--- src/rtl/rcv_uart_rx_pkg.sv ---
// rtl/rcv_uart_rx_pkg.sv - shared parity modes, FSM states and parity helper for the UART receiver
package rcv_uart_rx_pkg;

    localparam int PAR_NONE = 0;
    localparam int PAR_ODD  = 1;
    localparam int PAR_EVEN = 2;

    typedef enum logic [2:0] {
        ST_IDLE    = 3'd0,
        ST_START   = 3'd1,
        ST_DATA    = 3'd2,
        ST_PAR     = 3'd3,
        ST_STOP    = 3'd4,
        ST_WAIT_HI = 3'd5
    } rx_state_t;

    // Parity bit the transmitter should have sent, given the XOR of the data bits.
    function automatic logic parity_expect(input logic data_xor, input int mode);
        return (mode == PAR_ODD) ? ~data_xor : data_xor;
    endfunction

endpackage

--- src/rtl/rcv_fifo.sv ---
// rtl/rcv_fifo.sv - first-word fall-through FIFO holding received {ferr, perr, data} entries
module rcv_fifo #(
    parameter int WIDTH = 10,
    parameter int DEPTH = 4
) (
    input  logic             clk_i,
    input  logic             reset_i,
    input  logic             push_i,
    input  logic [WIDTH-1:0] push_data_i,
    input  logic             pop_i,
    output logic [WIDTH-1:0] head_o,
    output logic             valid_o,
    output logic             full_o
);

    localparam int PTR_W = $clog2(DEPTH);
    localparam int CNT_W = $clog2(DEPTH + 1);

    logic [WIDTH-1:0] mem_q [DEPTH];
    logic [PTR_W-1:0] wr_ptr_q, rd_ptr_q;
    logic [CNT_W-1:0] count_q;
    logic             do_push, do_pop;

    assign valid_o = (count_q != '0);
    assign full_o  = (count_q == CNT_W'(DEPTH));
    assign head_o  = mem_q[rd_ptr_q];
    // A pop in the same cycle frees the slot, so a push into a full FIFO is still accepted then.
    assign do_pop  = pop_i && valid_o;
    assign do_push = push_i && (!full_o || do_pop);

    // Pointers and occupancy; pointers wrap naturally because DEPTH is a power of two.
    always_ff @(posedge clk_i) begin
        if (reset_i) begin
            wr_ptr_q <= '0;
            rd_ptr_q <= '0;
            count_q  <= '0;
        end else begin
            if (do_push) wr_ptr_q <= wr_ptr_q + PTR_W'(1);
            if (do_pop)  rd_ptr_q <= rd_ptr_q + PTR_W'(1);
            case ({do_push, do_pop})
                2'b10:   count_q <= count_q + CNT_W'(1);
                2'b01:   count_q <= count_q - CNT_W'(1);
                default: count_q <= count_q;
            endcase
        end
    end

    // Entry storage; contents are only meaningful while counted as occupied.
    always_ff @(posedge clk_i) begin
        if (do_push) mem_q[wr_ptr_q] <= push_data_i;
    end

endmodule

--- src/rtl/rcv_uart_rx.sv ---
// rtl/rcv_uart_rx.sv - UART receiver with false-start rejection, parity/framing flags and output FIFO
module rcv_uart_rx
    import rcv_uart_rx_pkg::*;
#(
    parameter int CLKS_PER_BIT = 50000,
    parameter int DATA_BITS    = 8,
    parameter int PARITY       = PAR_NONE,
    parameter int FIFO_DEPTH   = 4
) (
    input  logic                 clk,
    input  logic                 reset,
    input  logic                 serial_in,
    output logic [DATA_BITS-1:0] data_out,
    output logic                 parity_err,
    output logic                 frame_err,
    output logic                 valid,
    input  logic                 ready,
    output logic                 overrun,
    input  logic                 overrun_clr
);

    localparam int CNT_W = $clog2(CLKS_PER_BIT);
    localparam int IDX_W = $clog2(DATA_BITS);
    localparam logic [CNT_W-1:0] CNT_FULL = CNT_W'(CLKS_PER_BIT - 1);
    localparam logic [CNT_W-1:0] CNT_HALF = CNT_W'(CLKS_PER_BIT / 2 - 1);
    localparam logic [IDX_W-1:0] IDX_LAST = IDX_W'(DATA_BITS - 1);

    logic                 rx_meta_q, rx_s_q;
    rx_state_t            state_q, state_d;
    logic [CNT_W-1:0]     cnt_q, cnt_d;
    logic [IDX_W-1:0]     idx_q, idx_d;
    logic [DATA_BITS-1:0] shreg_q, shreg_d;
    logic                 perr_q, perr_d;
    logic                 push;
    logic                 fifo_full, fifo_valid, pop, drop;
    logic [DATA_BITS+1:0] fifo_head;
    logic                 overrun_q;

    // Two-flop synchroniser; resets to the idle-high line level so reset never looks like a start bit.
    always_ff @(posedge clk) begin
        if (reset) begin
            rx_meta_q <= 1'b1;
            rx_s_q    <= 1'b1;
        end else begin
            rx_meta_q <= serial_in;
            rx_s_q    <= rx_meta_q;
        end
    end

    // Frame FSM state and datapath registers; reset discards any partial frame.
    always_ff @(posedge clk) begin
        if (reset) begin
            state_q <= ST_IDLE;
            cnt_q   <= '0;
            idx_q   <= '0;
            shreg_q <= '0;
            perr_q  <= 1'b0;
        end else begin
            state_q <= state_d;
            cnt_q   <= cnt_d;
            idx_q   <= idx_d;
            shreg_q <= shreg_d;
            perr_q  <= perr_d;
        end
    end

    // Next-state logic: samples are taken when the bit counter reaches zero (mid-bit).
    always_comb begin
        state_d = state_q;
        cnt_d   = cnt_q;
        idx_d   = idx_q;
        shreg_d = shreg_q;
        perr_d  = perr_q;
        push    = 1'b0;
        if (state_q == ST_IDLE) begin
            if (!rx_s_q) begin
                state_d = ST_START;
                cnt_d   = CNT_HALF;
            end
        end else if (state_q == ST_WAIT_HI) begin
            if (rx_s_q) state_d = ST_IDLE;
        end else if (cnt_q != '0) begin
            cnt_d = cnt_q - CNT_W'(1);
        end else begin
            cnt_d = CNT_FULL;
            case (state_q)
                ST_START: begin
                    if (rx_s_q) begin
                        state_d = ST_IDLE;
                    end else begin
                        state_d = ST_DATA;
                        idx_d   = '0;
                        perr_d  = 1'b0;
                    end
                end
                ST_DATA: begin
                    shreg_d = {rx_s_q, shreg_q[DATA_BITS-1:1]};
                    idx_d   = idx_q + IDX_W'(1);
                    if (idx_q == IDX_LAST) begin
                        state_d = (PARITY != PAR_NONE) ? ST_PAR : ST_STOP;
                    end
                end
                ST_PAR: begin
                    perr_d  = (rx_s_q != parity_expect(^shreg_q, PARITY));
                    state_d = ST_STOP;
                end
                ST_STOP: begin
                    push    = 1'b1;
                    state_d = rx_s_q ? ST_IDLE : ST_WAIT_HI;
                end
                default: state_d = ST_IDLE;
            endcase
        end
    end

    rcv_fifo #(
        .WIDTH(DATA_BITS + 2),
        .DEPTH(FIFO_DEPTH)
    ) u_fifo (
        .clk_i      (clk),
        .reset_i    (reset),
        .push_i     (push),
        .push_data_i({~rx_s_q, perr_q, shreg_q}),
        .pop_i      (pop),
        .head_o     (fifo_head),
        .valid_o    (fifo_valid),
        .full_o     (fifo_full)
    );

    assign pop  = fifo_valid && ready;
    assign drop = push && fifo_full && !pop;

    // Sticky overrun; a new drop wins over a simultaneous clear.
    always_ff @(posedge clk) begin
        if (reset)            overrun_q <= 1'b0;
        else if (drop)        overrun_q <= 1'b1;
        else if (overrun_clr) overrun_q <= 1'b0;
    end

    assign valid      = fifo_valid;
    assign overrun    = overrun_q;
    assign data_out   = fifo_valid ? fifo_head[DATA_BITS-1:0] : '0;
    assign parity_err = fifo_valid ? fifo_head[DATA_BITS]     : 1'b0;
    assign frame_err  = fifo_valid ? fifo_head[DATA_BITS+1]   : 1'b0;

endmodule

--- config.mk ---
export PLATFORM = sky130hd
export DESIGN_NAME = rcv_uart_rx
export DESIGN_NICKNAME = d
export VERILOG_FILES = /design/src/rtl/rcv_uart_rx_pkg.sv /design/src/rtl/rcv_fifo.sv /design/src/rtl/rcv_uart_rx.sv
export SDC_FILE = /design/constraint.sdc
export NUM_CORES = 1
export LEC_CHECK = 0
export BUFFER_PORTS_ARGS = -buffer_cell sky130_fd_sc_hd__buf_4
export CORE_UTILIZATION = 45
export CTS_CLUSTER_SIZE = 16
export DETAILED_ROUTE_END_ITERATION = 12
export PLACE_DENSITY_LB_ADDON = 0.15
export SLEW_MARGIN = 40
export SYNTH_ARGS = -nofsm -noshare
export SYNTH_HDL_FRONTEND = slang
export SYNTH_SLANG_ARGS = --single-unit
--- constraint.sdc ---
create_clock -name clk -period 3.7 [get_ports clk]
set_input_delay 0.37 -clock clk [delete_from_list [all_inputs] [get_ports clk]]
set_output_delay 0.37 -clock clk [all_outputs]
set_load 0.05 [all_outputs]
==> results.json, run 1 <==
{
  "outcome": "completed",
  "pwr-share-clk": 0.254,
  "p_leak_nw": 1.48,
  "post_cts_resized": 0,
  "ys.flop_type": "dfxtp_1",
  "switching_power_mw": 0.936,
  "crit_family": "flip-flops",
  "post-synth-top-count-cell": "dfxtp_1",
  "syn-cell-area_mm2": 0.00381,
  "yosys-top-cells-count": "dfxtp_1 (43), edfxtp_1 (40), nor2_1 (33)",
  "avgSynthCellArea_um2": 11.2,
  "cts_tree": "done",
  "synth_top_area_cell": "edfxtp_1",
  "dpl.hpwl_mm": 5.10,
  "path_clk_slew_ps": 90,
  "yosys-top-cells-area": "edfxtp_1 (32%), dfxtp_1 (23%), mux4_2 (5.9%)",
  "finClkSkew_ps": 8.86,
  "grt_max_degree": 45,
  "numPortBuffers": 16,
  "crit_required_ps": 3330,
  "final.setup.worst_slack_ps": 1290,
  "slowest_delay_ps": 740,
  "power.density_mw_per_mm2": 587,
  "clk_latency_ps": 360,
  "worst_pin_slew_ps": 653,
  "cp_max_fo": 10,
  "max_clock_freq_mhz": 415,
  "crit_path_cell_trace": "mux4_2 > and2_1 > buf_4",
  "worstSetupPathType": "register to primary output",
  "wire_per_inst_um": 15.7,
  "hp-class": "input port to register",
  "synth_top_cell_area_share": 0.315,
  "r2r-start": "state_q[2]",
  "p_seq_frac": 0.432,
  "cts_max_level": 3,
  "gr-total-overflow": 0,
  "clock-sinks": 83,
  "ir_worst_vdd_mv": 0.212,
  "drt-initial-drc-count": 192,
  "path_buf_inv": 1,
  "ant_nets": 0,
  "via_count": 2579,
  "start_util": 0.464,
  "synthCells": 340,
  "row_count": 33,
  "startpoint_type": "register",
  "dieArea_mm2": 0.00884,
  "fin_setup_tns_ps": 0,
  "cpMaxStageDelayCell": "dfxtp_1",
  "r2r_cells": 4,
  "drv_cap": 0,
  "p_int_mw": 1.53,
  "synth_edf_count": 40,
  "rsz0062_at_grt": "false",
  "hold_viol_final": 0,
  "holdPathStages": 2,
  "core-area_mm2": 0.00822,
  "combPwrFrac": 0.314,
  "ys_warn_count": 0,
  "firstDrtPassIters": 4,
  "cts_buffers": 9,
  "critPathArrivalTime_ps": 2040,
  "placed_cells": 448,
  "synth_cell_type_count": 49,
  "slew-limit-headroom": 0.565,
  "drive_gt1_frac": 0.164,
  "ys_seq_elements": 83,
  "die_x_um": 94.0,
  "syn_nets": 354,
  "die_h_um": 94.0,
  "hold_buffers": 0,
  "layout.cells.non_filler": 464,
  "asyncSetResetFlopFracSynth": 0,
  "holdPathEnd": "rx_meta_q",
  "grt_pass1_wl_mm": 12.1,
  "pre_cts_slack_ps": 1340,
  "first_global_vias": 2364,
  "nets": 368,
  "routed_via_density": 5.56,
  "n_antenna_cell": 0,
  "cp-end-kind": "primary output",
  "gp_congestion": 0.865,
  "grt_usage": 0.182,
  "routed_wl_mm": 7.29,
  "r2r_slack_ps": 1330,
  "cts_buffer_depth": 2,
  "fin_crit_sh": 0.651,
  "cts-root-buf": "clkbuf_8",
  "fin_crit_ps": 2410,
  "synth-seq-area-share": 0.541,
  "finalSetupViolCount": 0,
  "final_max_slew_viol_count": 0,
  "area_growth_pct": 10.5,
  "antenna_found_initial": 0,
  "min_from": "serial_in",
  "drc_errors": 0,
  "sw_frac_of_total": 0.379,
  "pin_count": 17,
  "r2r_end": "u_fifo.mem_q[0][9]",
  "post_cts_buffers": 0
}
-- cell type report --
| class | count | area, µm² |
|---|---|---|
| Tap cell | 105 | 131 |
| Sequential cell | 83 | 2060 |
| Inverter | 10 | 37.5 |
| Multi-Input combinational cell | 233 | 1660 |
| Timing Repair Buffer | 17 | 128 |
| Fill cell | 752 | 4010 |
| Clock buffer | 9 | 124 |
| Clock inverter | 7 | 66.3 |
-- how the worst max path moves through the flow --
stage	startpoint	end	slack, ps	cells past startpoint
floorplan	cnt_q[0]	u_fifo.count_q[2]	1530	9
global placement	cnt_q[0]	u_fifo.count_q[2]	1400	8
detailed placement	cnt_q[4]	u_fifo.mem_q[0][3]	1340	4
CTS	register	parity_err	1210	3
global route	cnt_q[4]	u_fifo.mem_q[3][9]	1030	4
finish	register	parity_err	1290	3
-- routing by layer --
layer / global-route usage / up-vias / share of wire / routed length (µm)
met2: 0.251 / 52 / 0.43 / 3140
met5: 0 / - / 0 / 0
li1: - / 1285 / - / -
met4: 0.0538 / 0 / 0.010 / 76
met1: 0.277 / 1233 / 0.52 / 3780
met3: 0.0485 / 9 / 0.040 / 288
-- cells in the final DEF (no fill, tap or decap), drive strengths merged, types with 7 or more instances in the layout --
| master | n |
|---|---|
| dfxtp | 43 |
| edfxtp | 40 |
| nor2 | 33 |
| nand2 | 23 |
| a21oi | 20 |
| and2 | 18 |
| buf | 17 |
| o21ai | 17 |
| inv | 15 |
| nand3 | 12 |
| nor3 | 12 |
| mux2i | 11 |
| mux4 | 10 |
| clkbuf | 9 |
| xnor2 | 8 |
| ha | 8 |
| a31oi | 7 |
-- cells by family (layout without fill, tap and decap cells) --
group,count (synthesis),count (layout),share of synthesized area
adder cells (fa/ha/maj),9,9,0.0315
AND/OR/NAND/NOR,129,129,0.186
buffers and inverters,24,43,0.0236
AO/OA/AOI/OAI,60,60,0.0959
flip-flops,83,83,0.541
XOR/XNOR,11,11,0.0253
multiplexers,24,24,0.0969
-- power by group through the flow --
stage | logic, mW | clock network [mW] | registers [mW]
2_1_floorplan | 0.623 | 0 | 1.05
6_report | 0.774 | 0.627 | 1.07
5_1_grt | 0.840 | 0.678 | 1.08
3_3_place_gp | 0.763 | 0 | 1.09
3_5_place_dp | 0.771 | 0 | 1.09
4_1_cts | 0.773 | 0.642 | 1.07
-- state kept, by name, summed over array words and instances (netlist names), named ones only --
name / cells
cnt_q: 16
idx_q: 3
overrun: 1
perr_q: 1
rx_meta_q: 1
rx_s_q: 1
shreg_q: 8
state_q: 3
u_fifo.count_q: 3
u_fifo.mem_q: 40
u_fifo.rd_ptr_q: 2
u_fifo.wr_ptr_q: 2
-- through the flow --
| step | instance area [µm²] | power, mW | hold WS [ps] | utilization |
|---|---|---|---|---|
| after global placement | 4020 | 1.85 | 392 | 0.489 |
| final | 4210 | 2.47 | 187 | 0.512 |
| after CTS | 4210 | 2.49 | 182 | 0.512 |
| after global routing | 4210 | 2.60 | 172 | 0.512 |
| after detailed placement | 4020 | 1.86 | 401 | 0.489 |
| after floorplan | 3810 | 1.67 | 389 | - |
(Power assumes the default switching activity.)
==> run 2, diff against run 1 <==
clock period = 2.3 ns   (was 3.7 ns; I/O delays follow)
==> results.json, run 2 (same netlist as run 1, synthesis figures left out) <==
{
  "outcome": "completed",
  "largest_reg_flops": 40,
  "sw_frac_of_total": 0.352,
  "grt_pass1_wl_mm": 12.8,
  "area_growth_pct": 17.4,
  "fin_setup_tns_ps": 0,
  "drt-initial-drc-count": 128,
  "ant_nets": 0,
  "firstDrtPassIters": 4,
  "pwr-share-clk": 0.274,
  "start_util": 0.464,
  "fin_crit_sh": 0.923,
  "p_total_mw": 4.26,
  "critPathArrivalTime_ps": 2370,
  "routed_wl_mm": 7.68,
  "ir_worst_vdd_mv": 0.395,
  "gp_congestion": 0.824,
  "postLayoutCoreUtil": 0.544,
  "worst_pin_slew_ps": 612,
  "p_leak_nw": 1.63,
  "drv_cap": 0,
  "cts_buffer_depth": 2,
  "power.density_mw_per_mm2": 952,
  "core-area_mm2": 0.00822,
  "holdPathEnd": "rx_meta_q",
  "r2r_cells": 8,
  "cts_tree": "done",
  "nets": 390,
  "hold_viol_final": 0,
  "slew-limit-headroom": 0.589,
  "n_antenna_cell": 0,
  "final_common_cell": "dfxtp_1",
  "drc_errors": 0,
  "cts_buffers": 9,
  "wire_per_inst_um": 15.8,
  "fillers": 724,
  "p_seq_frac": 0.394,
  "dieArea_mm2": 0.00884,
  "hold_buffers": 0,
  "clock-sinks": 83,
  "crit_required_ps": 2540,
  "grt_usage": 0.195,
  "die_h_um": 94.0,
  "min_from": "serial_in",
  "path_clk_slew_ps": 90,
  "p_int_mw": 2.76,
  "seq_area_mm2": 0.00206,
  "r2r_slack_ps": 180,
  "die_x_um": 94.0,
  "first_global_vias": 2554,
  "hp-class": "input port to register",
  "final_cell_mix": "dfxtp_1 (42), edfxtp_1 (40), buf_4 (35)",
  "switching_power_mw": 1.50,
  "holdWs_ps": 61.4,
  "drive_gt1_frac": 0.215,
  "layout.cells.non_filler": 486,
  "finalSetupViolCount": 0,
  "cp-end-kind": "register",
  "max_clock_freq_mhz": 471,
  "antenna_found_initial": 0,
  "top_register": "u_fifo.mem_q",
  "cts-root-buf": "clkbuf_8",
  "numPortBuffers": 16,
  "placed_cells": 470,
  "combPwrFrac": 0.333,
  "dpl.hpwl_mm": 5.26,
  "multi_input_area_mm2": 0.00167,
  "r2r_end": "u_fifo.count_q[2]",
  "rsz0062_at_grt": "false",
  "grt_max_degree": 32,
  "reg_top3": "u_fifo.mem_q: 40 flops, cnt_q: 16 flops, shreg_q: 8 flops",
  "via_count": 2693,
  "pin_count": 17,
  "fin_crit_ps": 2120,
  "cp_max_fo": 5,
  "final_max_slew_viol_count": 0,
  "routed_via_density": 5.54,
  "r2r-start": "cnt_q[1]",
  "cts_max_level": 3,
  "clk_latency_ps": 350,
  "startpoint_type": "register",
  "worstSetupPathType": "register to register",
  "holdPathStages": 2,
  "finClkSkew_ps": 10.2,
  "row_count": 33,
  "gr-total-overflow": 0
}
## run 2: cell count changes in the layout (fill, tap and decap cells not counted), moves of 2 or more
cell,change
buf_12,+4
buf_4,+18
bufinv_16,+2
clkinv_4,+2
inv_6,-2
inv_8,-2
## run 2: worst max path at each step
stage | startpoint | to | slack (ps) | cells past startpoint
after floorplan | cnt_q[0] | u_fifo.count_q[2] | 130 | 9
after global placement | cnt_q[0] | u_fifo.count_q[2] | 170 | 8
after detailed placement | cnt_q[0] | u_fifo.count_q[2] | 80 | 8
after CTS | cnt_q[0] | u_fifo.count_q[2] | 80 | 8
after global routing | cnt_q[1] | u_fifo.count_q[2] | 20 | 8
final | cnt_q[1] | u_fifo.count_q[2] | 180 | 8
## run 2: stage by stage
step                cell area [µm²]  setup WS [ps]
floorplan                      3810            129
global placement               4230            168
detailed placement             4230           79.0
CTS                            4460           84.4
global route                   4470           24.1
finish                         4470            176
## run 2: final cells by class
| class | count | area share |
|---|---|---|
| flip-flops and latches | 83 | 0.461 |
| well taps | 105 | 0.0294 |
| inverters | 10 | 0.00839 |
| multi-input cells | 233 | 0.374 |
| repair buffers | 39 | 0.0766 |
| clock inverters | 7 | 0.0227 |
| clock buffers | 9 | 0.0277 |
## run 2: repair_timing
action                                  CTS  global route
resized for setup                         0             4
endpoints found under the setup margin    0             1
buffers inserted                          0             0
## run 2: worst max-delay path, stage by stage, from the launching register on
cell     delay [ps]
dfxtp_1         400
inv_1            80
ha_1            190
and3_1          190
a31oi_2         180
inv_1            80
fa_1            380
mux2i_1         170
mux2_2          350
## run 2: power by group through the flow
stage	Combinational (mW)	Sequential (mW)	Clock, mW
after detailed placement	1.41	1.71	0
after global placement	1.41	1.70	0
after CTS	1.42	1.67	1.19
after global routing	1.55	1.69	1.26
after floorplan	1.00	1.69	0
final	1.42	1.68	1.17
## run 2: routing by layer
layer | GRT usage | vias to the layer above | share of wire
li1 | - | 1324 | -
met1 | 0.282 | 1298 | 0.49
met2 | 0.290 | 63 | 0.45
met3 | 0.0340 | 8 | 0.045
met4 | 0.0731 | 0 | 0.012
met5 | 0 | - | 0
